==> src/rtl/ptcalc_div_pkg.sv <==
// Shared widths, saturation limits and FSM encoding for the pT-calc
// signed-by-unsigned divider.
package ptcalc_div_pkg;

    localparam int DIVIDEND_W = 29;
    localparam int DIVISOR_W  = 7;
    localparam int QUOT_W     = 22;
    localparam int CNT_W      = $clog2(DIVIDEND_W);

    localparam logic signed [QUOT_W-1:0] QMAX = {1'b0, {(QUOT_W-1){1'b1}}};
    localparam logic signed [QUOT_W-1:0] QMIN = {1'b1, {(QUOT_W-1){1'b0}}};

    typedef enum logic [1:0] {
        S_IDLE,
        S_CALC,
        S_FIX,
        S_DONE
    } state_t;

endpackage

==> src/rtl/ptcalc_div_step.sv <==
// One combinational radix-2 restoring step: shift in the next dividend bit,
// subtract the divisor when it fits.
module ptcalc_div_step
    import ptcalc_div_pkg::*;
(
    input  logic [DIVISOR_W:0]   pr_in,
    input  logic                 nbit,
    input  logic [DIVISOR_W-1:0] divisor,
    output logic [DIVISOR_W:0]   pr_out,
    output logic                 qbit
);

    logic [DIVISOR_W+1:0] shifted;
    logic [DIVISOR_W:0]   diff;

    // NOTE: every always_comb output is assigned on every path, so no latch is inferred.
    always_comb begin
        shifted = {pr_in, nbit};
        diff    = shifted[DIVISOR_W:0] - {1'b0, divisor};
        qbit    = (shifted >= {2'b00, divisor});
        pr_out  = qbit ? diff : shifted[DIVISOR_W:0];
    end

endmodule

==> src/rtl/ptcalc_top_sdiv_u7.sv <==
// Sequential s29 / u7 divider, one quotient bit per cycle, with saturation
// of the quotient to s22 and C-style remainder sign.
module ptcalc_top_sdiv_u7
    import ptcalc_div_pkg::*;
(
    input  logic                        ap_clk,
    input  logic                        ap_rst,
    input  logic                        in_vld,
    output logic                        in_rdy,
    input  logic signed [DIVIDEND_W-1:0] din0,
    input  logic        [DIVISOR_W-1:0]  din1,
    output logic                        out_vld,
    input  logic                        out_rdy,
    output logic signed [QUOT_W-1:0]     dout,
    output logic signed [DIVISOR_W:0]    rem,
    output logic                        div0,
    output logic                        ovf
);

    localparam logic [DIVIDEND_W-1:0] QMAG_POS = DIVIDEND_W'(QMAX);
    localparam logic [DIVIDEND_W-1:0] QMAG_NEG = DIVIDEND_W'(1) << (QUOT_W-1);

    state_t                 state;
    logic                   neg;
    logic                   zero_div;
    logic [DIVIDEND_W-1:0]  dq;       // dividend bits leave at the MSB, quotient bits enter at the LSB
    logic [DIVISOR_W-1:0]   divisor;
    logic [DIVISOR_W:0]     pr;
    logic [CNT_W-1:0]       cnt;

    logic [DIVISOR_W:0]        pr_next;
    logic                      qbit;
    logic signed [QUOT_W-1:0]  q_fix;
    logic signed [DIVISOR_W:0] rem_fix;
    logic                      ovf_fix;

    ptcalc_div_step u_step (
        .pr_in   (pr),
        .nbit    (dq[DIVIDEND_W-1]),
        .divisor (divisor),
        .pr_out  (pr_next),
        .qbit    (qbit)
    );

    // Sign fix-up and saturation operate on the unsigned magnitude.
    always_comb begin
        q_fix   = dq[QUOT_W-1:0];
        ovf_fix = 1'b0;
        if (neg) begin
            q_fix = -dq[QUOT_W-1:0];
            if (dq > QMAG_NEG) begin
                q_fix   = QMIN;
                ovf_fix = 1'b1;
            end
        end else if (dq > QMAG_POS) begin
            q_fix   = QMAX;
            ovf_fix = 1'b1;
        end
        rem_fix = neg ? -pr : pr;
    end

    // NOTE: state uses non-blocking assignments so all registers update from pre-edge values.
    always_ff @(posedge ap_clk or posedge ap_rst) begin
        if (ap_rst) begin
            state    <= S_IDLE;
            in_rdy   <= 1'b1;
            out_vld  <= 1'b0;
            dout     <= '0;
            rem      <= '0;
            div0     <= 1'b0;
            ovf      <= 1'b0;
            neg      <= 1'b0;
            zero_div <= 1'b0;
            dq       <= '0;
            divisor  <= '0;
            pr       <= '0;
            cnt      <= '0;
        end else begin
            unique case (state)
                S_IDLE: begin
                    if (in_vld && in_rdy) begin
                        neg      <= din0[DIVIDEND_W-1];
                        dq       <= din0[DIVIDEND_W-1] ? -din0 : din0;
                        divisor  <= din1;
                        zero_div <= (din1 == '0);
                        pr       <= '0;
                        cnt      <= '0;
                        in_rdy   <= 1'b0;
                        state    <= (din1 == '0) ? S_FIX : S_CALC;
                    end
                end
                S_CALC: begin
                    pr  <= pr_next;
                    dq  <= {dq[DIVIDEND_W-2:0], qbit};
                    cnt <= cnt + 1'b1;
                    if (cnt == CNT_W'(DIVIDEND_W-1))
                        state <= S_FIX;
                end
                S_FIX: begin
                    if (zero_div) begin
                        dout <= neg ? QMIN : QMAX;
                        rem  <= '0;
                        div0 <= 1'b1;
                        ovf  <= 1'b0;
                    end else begin
                        dout <= q_fix;
                        rem  <= rem_fix;
                        div0 <= 1'b0;
                        ovf  <= ovf_fix;
                    end
                    out_vld <= 1'b1;
                    state   <= S_DONE;
                end
                S_DONE: begin
                    if (out_rdy) begin
                        out_vld <= 1'b0;
                        in_rdy  <= 1'b1;
                        state   <= S_IDLE;
                    end
                end
            endcase
        end
    end

endmodule

==> config.mk <==
export PLATFORM = sky130hd
export DESIGN_NAME = ptcalc_top_sdiv_u7
export DESIGN_NICKNAME = d
export VERILOG_FILES = /design/src/rtl/ptcalc_div_pkg.sv /design/src/rtl/ptcalc_div_step.sv /design/src/rtl/ptcalc_top_sdiv_u7.sv
export SDC_FILE = /design/constraint.sdc
export NUM_CORES = 1
export LEC_CHECK = 0
export BUFFER_PORTS_ARGS = -buffer_cell sky130_fd_sc_hd__buf_2
export CAP_MARGIN = 20
export CORE_MARGIN = 2
export CORE_UTILIZATION = 45
export CTS_CLUSTER_DIAMETER = 120
export DETAILED_ROUTE_END_ITERATION = 6
export HOLD_SLACK_MARGIN = 0.08
export PLACE_DENSITY = 0.7
export SETUP_SLACK_MARGIN = 0.3
export SYNTH_ARGS = -nofsm -noshare
export SYNTH_HDL_FRONTEND = slang
export SYNTH_SLANG_ARGS = --single-unit
==> constraint.sdc <==
create_clock -name ap_clk -period 5.1 [get_ports ap_clk]
set_input_delay 0.51 -clock ap_clk [delete_from_list [all_inputs] [get_ports ap_clk]]
set_output_delay 0.51 -clock ap_clk [all_outputs]
set_load 0.02 [all_outputs]
==> metrics.txt, run 1 <==
net total in the final layout=750; number of remaining DRC errors=0; result of the run=complete, no violations; final setup violation count=0; number of buffers inserted for hold repair after clock tree synthesis=0; count of flip-flops with a built-in enable after synthesis=0; number of port buffers=between 70 and 80; unrepaired setup endpoints after global routing=no; Worst Tran Pin Value=1.04 ns; post-synthesis area per instance=about 8.7 um^2; detailed-route wire length=about 14000 um; number of synthesis warnings=0; Max Fanout on Critical Path=9; count of final hold-check violations=0; count of maximum capacitance violations=0; maximum number of pins on one net before global-route repair=88; Reg area=2180 um^2; first-iteration detailed-routing DRC count=408; crit end category=flip-flop; setup slack after layout=2.29 ns; total congestion overflow after global routing=0; global placer's final weighted congestion=0.910; maximum level of the CTS H-tree=3; Data required, critical path=5.36 ns; worst-case clock skew=0.00644 ns; sequential-to-total area share from yosys stat=0.391; number of clock sinks seen by CTS=87; synthesized flop and latch total=87; library cells used by synthesis=61; Post-Route Setup TNS=0 ns; worst setup slack after placement=2.04 ns; Cells after Synth=~640; number of gates resized after CTS=0; highest clock frequency the design can meet=0.356 GHz; wire length on met2=between 6000 and 7000 um; cell types with the largest area share after synthesis=sky130_fd_sc_hd__dfrtp_1 39%, sky130_fd_sc_hd__o21ai_0 5.3%, sky130_fd_sc_hd__a21oi_1 4.4%; root buf cell=sky130_fd_sc_hd__clkbuf_16; FP Rows=40; share of post-route cells with drive strength above 1=0.171; chip height=115 um; routed wire length on met3=846 um; number of slew-limit violations in the final report=0; number of detailed-routing iterations run before antenna repair=5; length of routed wiring on met1=6790 um; Final Critical Period=roughly 2.8 ns; final antenna-violating net count=0; area used by multi-input combinational logic=a little over 3000 um^2; Setup crit start kind=flip-flop; largest buffer count on any clock path=2; fraction of synthesis flops using an asynchronous set or reset pin=1.00; max-slew headroom at the worst pin=0.304; # diodes=0; post-CTS clock slew at the launch and capture registers of the worst setup and hold paths=0.06 ns; area of the placeable core=12100 um^2; worst setup slack for register-to-register paths=2.29 ns; global-route wire length before repair=24200 um; Avg WL per Cell=16.6 um; initial antenna violation count=0; final worst-path cycle share=0.551; floorplan die area=about 13000 um^2; TritonCTS Buffers=9; Setup Fix Bufs, Post-CTS=0; horizontal extent of the die=~120 um; final HPWL from detailed placement=between 10000 and 15000 um; peak supply drop=0.206 mV; Initial Util=0.462; arrival time of the worst setup path=a little over 3 ns; worst min path class=primary input to async pin; via density per instance=5.95; Global Route Usage Sum=0.225; vias=5143; total power draw=4010 uW; total nets after synthesis=about 700; TritonCTS clock tree=yes; cell with the largest stage delay on the worst path=sky130_fd_sc_hd__nor4b_2; top routing layer used=met4; Worst-Skew Late Latency=approximately 0.34 ns; post-synth design cell area=5570 um^2; Worst Setup Path Type=flip-flop to flip-flop; number of fillers in the final layout=1102; layout overhead on the synthesized area=14.4%; crit-path max cell delay=approximately 0.90 ns; most instantiated flip-flop cell in the synthesis netlist=sky130_fd_sc_hd__dfrtp_1; ordered list of cells on the worst path=ha_1 > a21o_1 > a21oi_1 > a21oi_1 > nor4b_2 > mux2_2 > o22ai_1; top-level port count=74; cell accounting for the most synthesized area=sky130_fd_sc_hd__dfrtp_1; leakage power=0.00264 uW; cell mode on critical path=sky130_fd_sc_hd__a21oi_1; fraction of post-synthesis cell area in the top cell type by area=0.386; number of global-route vias before repair=slightly below 5k; Power per Cell Area=630 nW/um^2
[final timing paths]
kind	start	end	cells after the start
worst max-delay path	pr[2]$_DFFE_PP0P_	pr[0]$_DFFE_PP0P_	7
worst min-delay path	ap_rst	rem[0]$_DFFE_PP0P_	3
worst max register to register	pr[2]$_DFFE_PP0P_	pr[0]$_DFFE_PP0P_	7
worst min register to register	rem[6]$_DFFE_PP0P_	rem[6]$_DFFE_PP0P_	1
max in group asynchronous	ap_rst	in_rdy$_DFFE_PP1P_	4
min in group ap_clk	din1[2]	divisor[2]$_DFFE_PP0P_	2
[Yosys cell counts, types with 7 or more instances]
| cell type | number |
|---|---|
| sky130_fd_sc_hd__nor2_1 | 36 |
| sky130_fd_sc_hd__xnor2_1 | 16 |
| sky130_fd_sc_hd__o2bb2ai_1 | 9 |
| sky130_fd_sc_hd__xor2_1 | 23 |
| sky130_fd_sc_hd__inv_1 | 29 |
| sky130_fd_sc_hd__o21ai_0 | 59 |
| sky130_fd_sc_hd__nor3b_1 | 7 |
| sky130_fd_sc_hd__mux2i_1 | 14 |
| sky130_fd_sc_hd__nand3_1 | 26 |
| sky130_fd_sc_hd__nand2_1 | 56 |
| sky130_fd_sc_hd__or3_1 | 17 |
| sky130_fd_sc_hd__o22ai_1 | 8 |
| sky130_fd_sc_hd__clkbuf_1 | 29 |
| sky130_fd_sc_hd__a21oi_1 | 49 |
| sky130_fd_sc_hd__nor4_1 | 12 |
| sky130_fd_sc_hd__mux2_2 | 10 |
| sky130_fd_sc_hd__o21bai_1 | 11 |
| sky130_fd_sc_hd__nor3_1 | 16 |
| sky130_fd_sc_hd__dfrtp_1 | 86 |
| sky130_fd_sc_hd__o31ai_1 | 8 |
| sky130_fd_sc_hd__ha_1 | 17 |
| sky130_fd_sc_hd__or4_1 | 11 |
[routing by layer]
metal,vias up,GRT usage
li1,2432,-
met1,2505,0.335
met2,188,0.338
met3,18,0.0401
met4,0,0.0635
met5,-,0
[final cells by class]
type	count	share of cell area
Tap cell	168	0.0330
Multi-Input combinational cell	484	0.489
Clock buffer	11	0.0397
Inverter	29	0.0173
Timing Repair Buffer	81	0.0699
Sequential cell	87	0.342
Clock inverter	5	0.00884
[stage by stage]
step / instances / utilization / area [um^2] / hold WS (ns)
final: 865 / 0.528 / 6370 / 0.250
after global routing: 865 / 0.528 / 6370 / 0.284
after CTS: 863 / 0.525 / 6340 / 0.414
after detailed placement: 847 / 0.500 / 6030 / 0.472
after global placement: 847 / 0.500 / 6030 / 0.465
after floorplan: 639 / - / 5570 / 0.467
[worst max-delay path: cells and delay by family (launching register included)]
family | cells | cell delay (ns)
flops | 1 | 0.46
compound gates | 4 | 0.60
simple gates | 1 | 0.90
fa+ha+maj | 1 | 0.36
mux | 1 | 0.42
[sequential cells by signal, indices dropped and copies added, names as in the netlist]
name,flops
cnt,5
div0,1
divisor,7
dout,22
dq,29
in_rdy,1
neg,1
out_vld,1
ovf,1
pr,8
rem,8
state,2
zero_div,1
[cells by family (layout without fill, tap and decap cells)]
| kind of cell | Yosys count | after routing | synth area share |
|---|---|---|---|
| compound gates | 190 | 190 | 0.212 |
| xor+xnor | 39 | 39 | 0.0613 |
| fa+ha+maj | 18 | 18 | 0.0418 |
| buf+inv | 68 | 126 | 0.0510 |
| flops | 87 | 87 | 0.391 |
| mux | 24 | 24 | 0.0454 |
| simple gates | 213 | 213 | 0.198 |
[where the power goes]
group / internal [uW] / leakage (uW) / switching [uW]
Combinational: 801 / 0.00146 / 1140
Clock: 406 / 0.000152 / 271
Sequential: 1000 / 0.00103 / 393
[cells in the final DEF, fill, tap and decap left out, types with 6 or more instances in the layout]
master / n
sky130_fd_sc_hd__dfrtp_1: 86
sky130_fd_sc_hd__buf_2: 73
sky130_fd_sc_hd__o21ai_0: 59
sky130_fd_sc_hd__nand2_1: 56
sky130_fd_sc_hd__a21oi_1: 49
sky130_fd_sc_hd__nor2_1: 36
sky130_fd_sc_hd__inv_1: 28
sky130_fd_sc_hd__nand3_1: 26
sky130_fd_sc_hd__xor2_1: 23
sky130_fd_sc_hd__or3_1: 17
sky130_fd_sc_hd__ha_1: 17
sky130_fd_sc_hd__nor3_1: 16
sky130_fd_sc_hd__xnor2_1: 16
sky130_fd_sc_hd__mux2i_1: 14
sky130_fd_sc_hd__nor4_1: 12
sky130_fd_sc_hd__or4_1: 11
sky130_fd_sc_hd__o21bai_1: 11
sky130_fd_sc_hd__mux2_2: 10
sky130_fd_sc_hd__o2bb2ai_1: 9
sky130_fd_sc_hd__clkbuf_16: 9
sky130_fd_sc_hd__o31ai_1: 8
sky130_fd_sc_hd__o22ai_1: 8
sky130_fd_sc_hd__nor3b_1: 7
sky130_fd_sc_hd__buf_4: 7
sky130_fd_sc_hd__nand4_1: 6
sky130_fd_sc_hd__o211ai_1: 6
No activity file was read; power rests on OpenSTA's default activity.
==> inputs of run 2 (changes only) <==
==> constraint.sdc (replaced) <==
create_clock -name ap_clk -period 2.8 [get_ports ap_clk]
set_input_delay 0.28 -clock ap_clk [delete_from_list [all_inputs] [get_ports ap_clk]]
set_output_delay 0.28 -clock ap_clk [all_outputs]
set_load 0.02 [all_outputs]
==> metrics.txt, run 2 (synthesized netlist as in run 1, its figures left out) <==
crit-path max cell delay=0.56 ns (was 0.90 ns); number of fillers in the final layout=1068 (was 1102); peak supply drop=0.389 mV (was 0.206 mV); leakage power=0.00274 uW (was 0.00264 uW); switch share=0.449 (about the same); final HPWL from detailed placement=11100 um (was 10400 um); detailed-route wire length=15000 um (was 14400 um); # diodes=0 (unchanged); Max Fanout on Critical Path=7 (was 9); leading cell type in the layout, fill and taps excluded=sky130_fd_sc_hd__dfrtp_1 (unchanged); maximum level of the CTS H-tree=3 (unchanged); count of maximum capacitance violations=0 (unchanged); FP Rows=40 (unchanged); Worst-Skew Late Latency=0.34 ns (about the same); floorplan die area=13300 um^2 (unchanged); vias=5235 (was 5143); TritonCTS clock tree=yes (unchanged); number of cells traversed by the worst hold path=2; count of buffering cells on the critical path with inverters included=0 (unchanged); Hold Crit Start=din1[5]; top-level port count=74 (unchanged); worst min path class=primary input to flip-flop (was primary input to async pin); number of clock sinks seen by CTS=87 (unchanged); highest clock frequency the design can meet=0.397 GHz (was 0.356 GHz); number of slew-limit violations in the final report=0 (unchanged); first-iteration detailed-routing DRC count=544 (was 408); unrepaired setup endpoints after global routing=yes (was no); final instance area=6580 um^2 (was 6370 um^2); horizontal extent of the die=115 um (unchanged); root buf cell=sky130_fd_sc_hd__clkbuf_16 (unchanged); Avg WL per Cell=16.9 um (was 16.6 um); cell with the largest stage delay on the worst path=sky130_fd_sc_hd__or4_4 (was sky130_fd_sc_hd__nor4b_2); final worst-path cycle share=0.899 (was 0.551); Crit Reg-Reg Endpoint=dout[14]$_DFFE_PP0P_ (was pr[0]$_DFFE_PP0P_); register share of total power=0.330 (was 0.348); Worst Tran Pin Value=0.715 ns (was 1.04 ns); post-CTS clock slew at the launch and capture registers of the worst setup and hold paths=0.06 ns (about the same); number of port buffers=73 (unchanged); Final Critical Period=2.52 ns (was 2.81 ns); Reg2Reg Depth=6 (was 7); final setup violation count=0 (unchanged); max-slew headroom at the worst pin=0.520 (was 0.304); final antenna-violating net count=0 (unchanged); Worst Setup Path Type=flip-flop to flip-flop (unchanged); ordered list of cells on the worst path=or4_4 > or4_4 > o21ba_4 > or2_4 > or3_1 > nand3_1 (was ha_1 > a21o_1 > a21oi_1 > a21oi_1 > nor4b_2 > mux2_2 > o22ai_1); maximum number of pins on one net before global-route repair=35 (was 88); via density per instance=5.88 (was 5.95); CP top delay family=simple AND/OR/NAND/NOR gates (unchanged); most flop-heavy register=dq (unchanged); Worst Hold Slack=0.190 ns (was 0.250 ns); net total in the final layout=775 (was 750); number of remaining DRC errors=0 (unchanged); count of final hold-check violations=0 (unchanged); Setup crit start kind=flip-flop (unchanged); clock network fraction of design power=0.152 (was 0.169); layout overhead on the synthesized area=18.1% (was 14.4%); initial antenna violation count=0 (unchanged); crit end category=flip-flop (unchanged); Post-Route Setup TNS=0 ns (unchanged); Comb power frac=0.518 (was 0.484); result of the run=complete, no violations (unchanged); chip height=115 um (unchanged); reg-to-reg startpoint=dq[27]$_DFFE_PP0P_ (was pr[2]$_DFFE_PP0P_); placed cell areas=6200 um^2 (was 6030 um^2); Regs by FF count=dq x29, dout x22 (unchanged); area of the placeable core=12100 um^2 (unchanged); share of post-route cells with drive strength above 1=0.208 (was 0.171); Power per Cell Area=1130 nW/um^2 (was 630 nW/um^2); largest buffer count on any clock path=2 (unchanged); TritonCTS Buffers=9 (unchanged); max FFs per register=29 (unchanged); internal cell power=4100 uW (was 2210 uW); commonest non-fill, non-tap cells in the layout=85 x sky130_fd_sc_hd__dfrtp_1, 73 x sky130_fd_sc_hd__buf_2, 59 x sky130_fd_sc_hd__o21ai_0 (was 86 x sky130_fd_sc_hd__dfrtp_1, 73 x sky130_fd_sc_hd__buf_2, 59 x sky130_fd_sc_hd__o21ai_0); number of global-route vias before repair=4950 (was 4841); Initial Util=0.462 (unchanged); global placer's final weighted congestion=0.920 (was 0.910); global-route wire length before repair=24900 um (was 24200 um); total congestion overflow after global routing=0 (unchanged); arrival time of the worst setup path=2.79 ns (was 3.07 ns); Data required, critical path=3.07 ns (was 5.36 ns); worst-case clock skew=0.00636 ns (was 0.00644 ns); worst setup slack for register-to-register paths=0.28 ns (was 2.29 ns); Worst Hold End=divisor[5]$_DFFE_PP0P_; cell mode on critical path=sky130_fd_sc_hd__or4_4 (was sky130_fd_sc_hd__a21oi_1); Sw Pwr=3340 uW (was 1800 uW); number of detailed-routing iterations run before antenna repair=5 (unchanged); Global Route Usage Sum=0.234 (was 0.225)
## run 2: layout make-up
class | count | area [um^2] | area share
repair buffers | 106 | 641 | 0.0973
inverters | 29 | 113 | 0.0171
clock inverters | 4 | 30.0 | 0.00456
multi-input cells | 484 | 3150 | 0.479
clock buffers | 12 | 256 | 0.0390
well taps | 168 | 210 | 0.0319
flip-flops and latches | 87 | 2180 | 0.331
## run 2: power by group through the flow
stage,Combinational (uW),Clock (uW),Sequential [uW]
detailed placement,3780,0,2450
finish,3850,1130,2450
global route,4310,1210,2540
global placement,3680,0,2420
CTS,3800,1150,2440
floorplan,2610,0,2470
## run 2: worst max path at each step
stage                           endpoint  cells past startpoint                from  slack [ns]
CTS                 dout[14]$_DFFE_PP0P_                      6  dq[23]$_DFFE_PP0P_        0.30
global route        dout[16]$_DFFE_PP0P_                      6  dq[27]$_DFFE_PP0P_        0.23
floorplan           dout[14]$_DFFE_PP0P_                      8  dq[16]$_DFFE_PP0P_        0.29
detailed placement   dout[3]$_DFFE_PP0P_                      7  dq[24]$_DFFE_PP0P_        0.23
finish              dout[14]$_DFFE_PP0P_                      6  dq[27]$_DFFE_PP0P_        0.28
global placement    dout[16]$_DFFE_PP0P_                      6  dq[24]$_DFFE_PP0P_        0.28
## run 2: routing by layer
| layer | part of all wire | track usage | up-vias |
|---|---|---|---|
| li1 | - | - | 2482 |
| met1 | 0.47 | 0.333 | 2560 |
| met2 | 0.46 | 0.369 | 172 |
| met3 | 0.056 | 0.0348 | 21 |
| met4 | 0.016 | 0.0747 | 0 |
| met5 | 0 | 0 | - |
## run 2: worst reg2reg max path: cells and delay by family, from the launching register on
family	cells	cell delay, ns
flops	1	0.38
compound gates	1	0.26
simple gates	5	1.81
## run 2: metrics by stage
step	power, uW	cells	utilization	setup slack [ns]
after global routing	8050	890	0.546	0.232
after global placement	6100	868	0.514	0.281
after floorplan	5080	639	-	0.286
after CTS	7390	887	0.542	0.303
after detailed placement	6230	868	0.514	0.225
final	7440	890	0.546	0.282
## run 2: what timing repair did
action                                 4_1_cts  5_1_grt
resized for setup                            5        5
buffers inserted                             2        3
setup endpoints to repair                   12       21
hold buffers                                 1        0
endpoints found under the hold margin       25        0
pin swaps                                    3        9
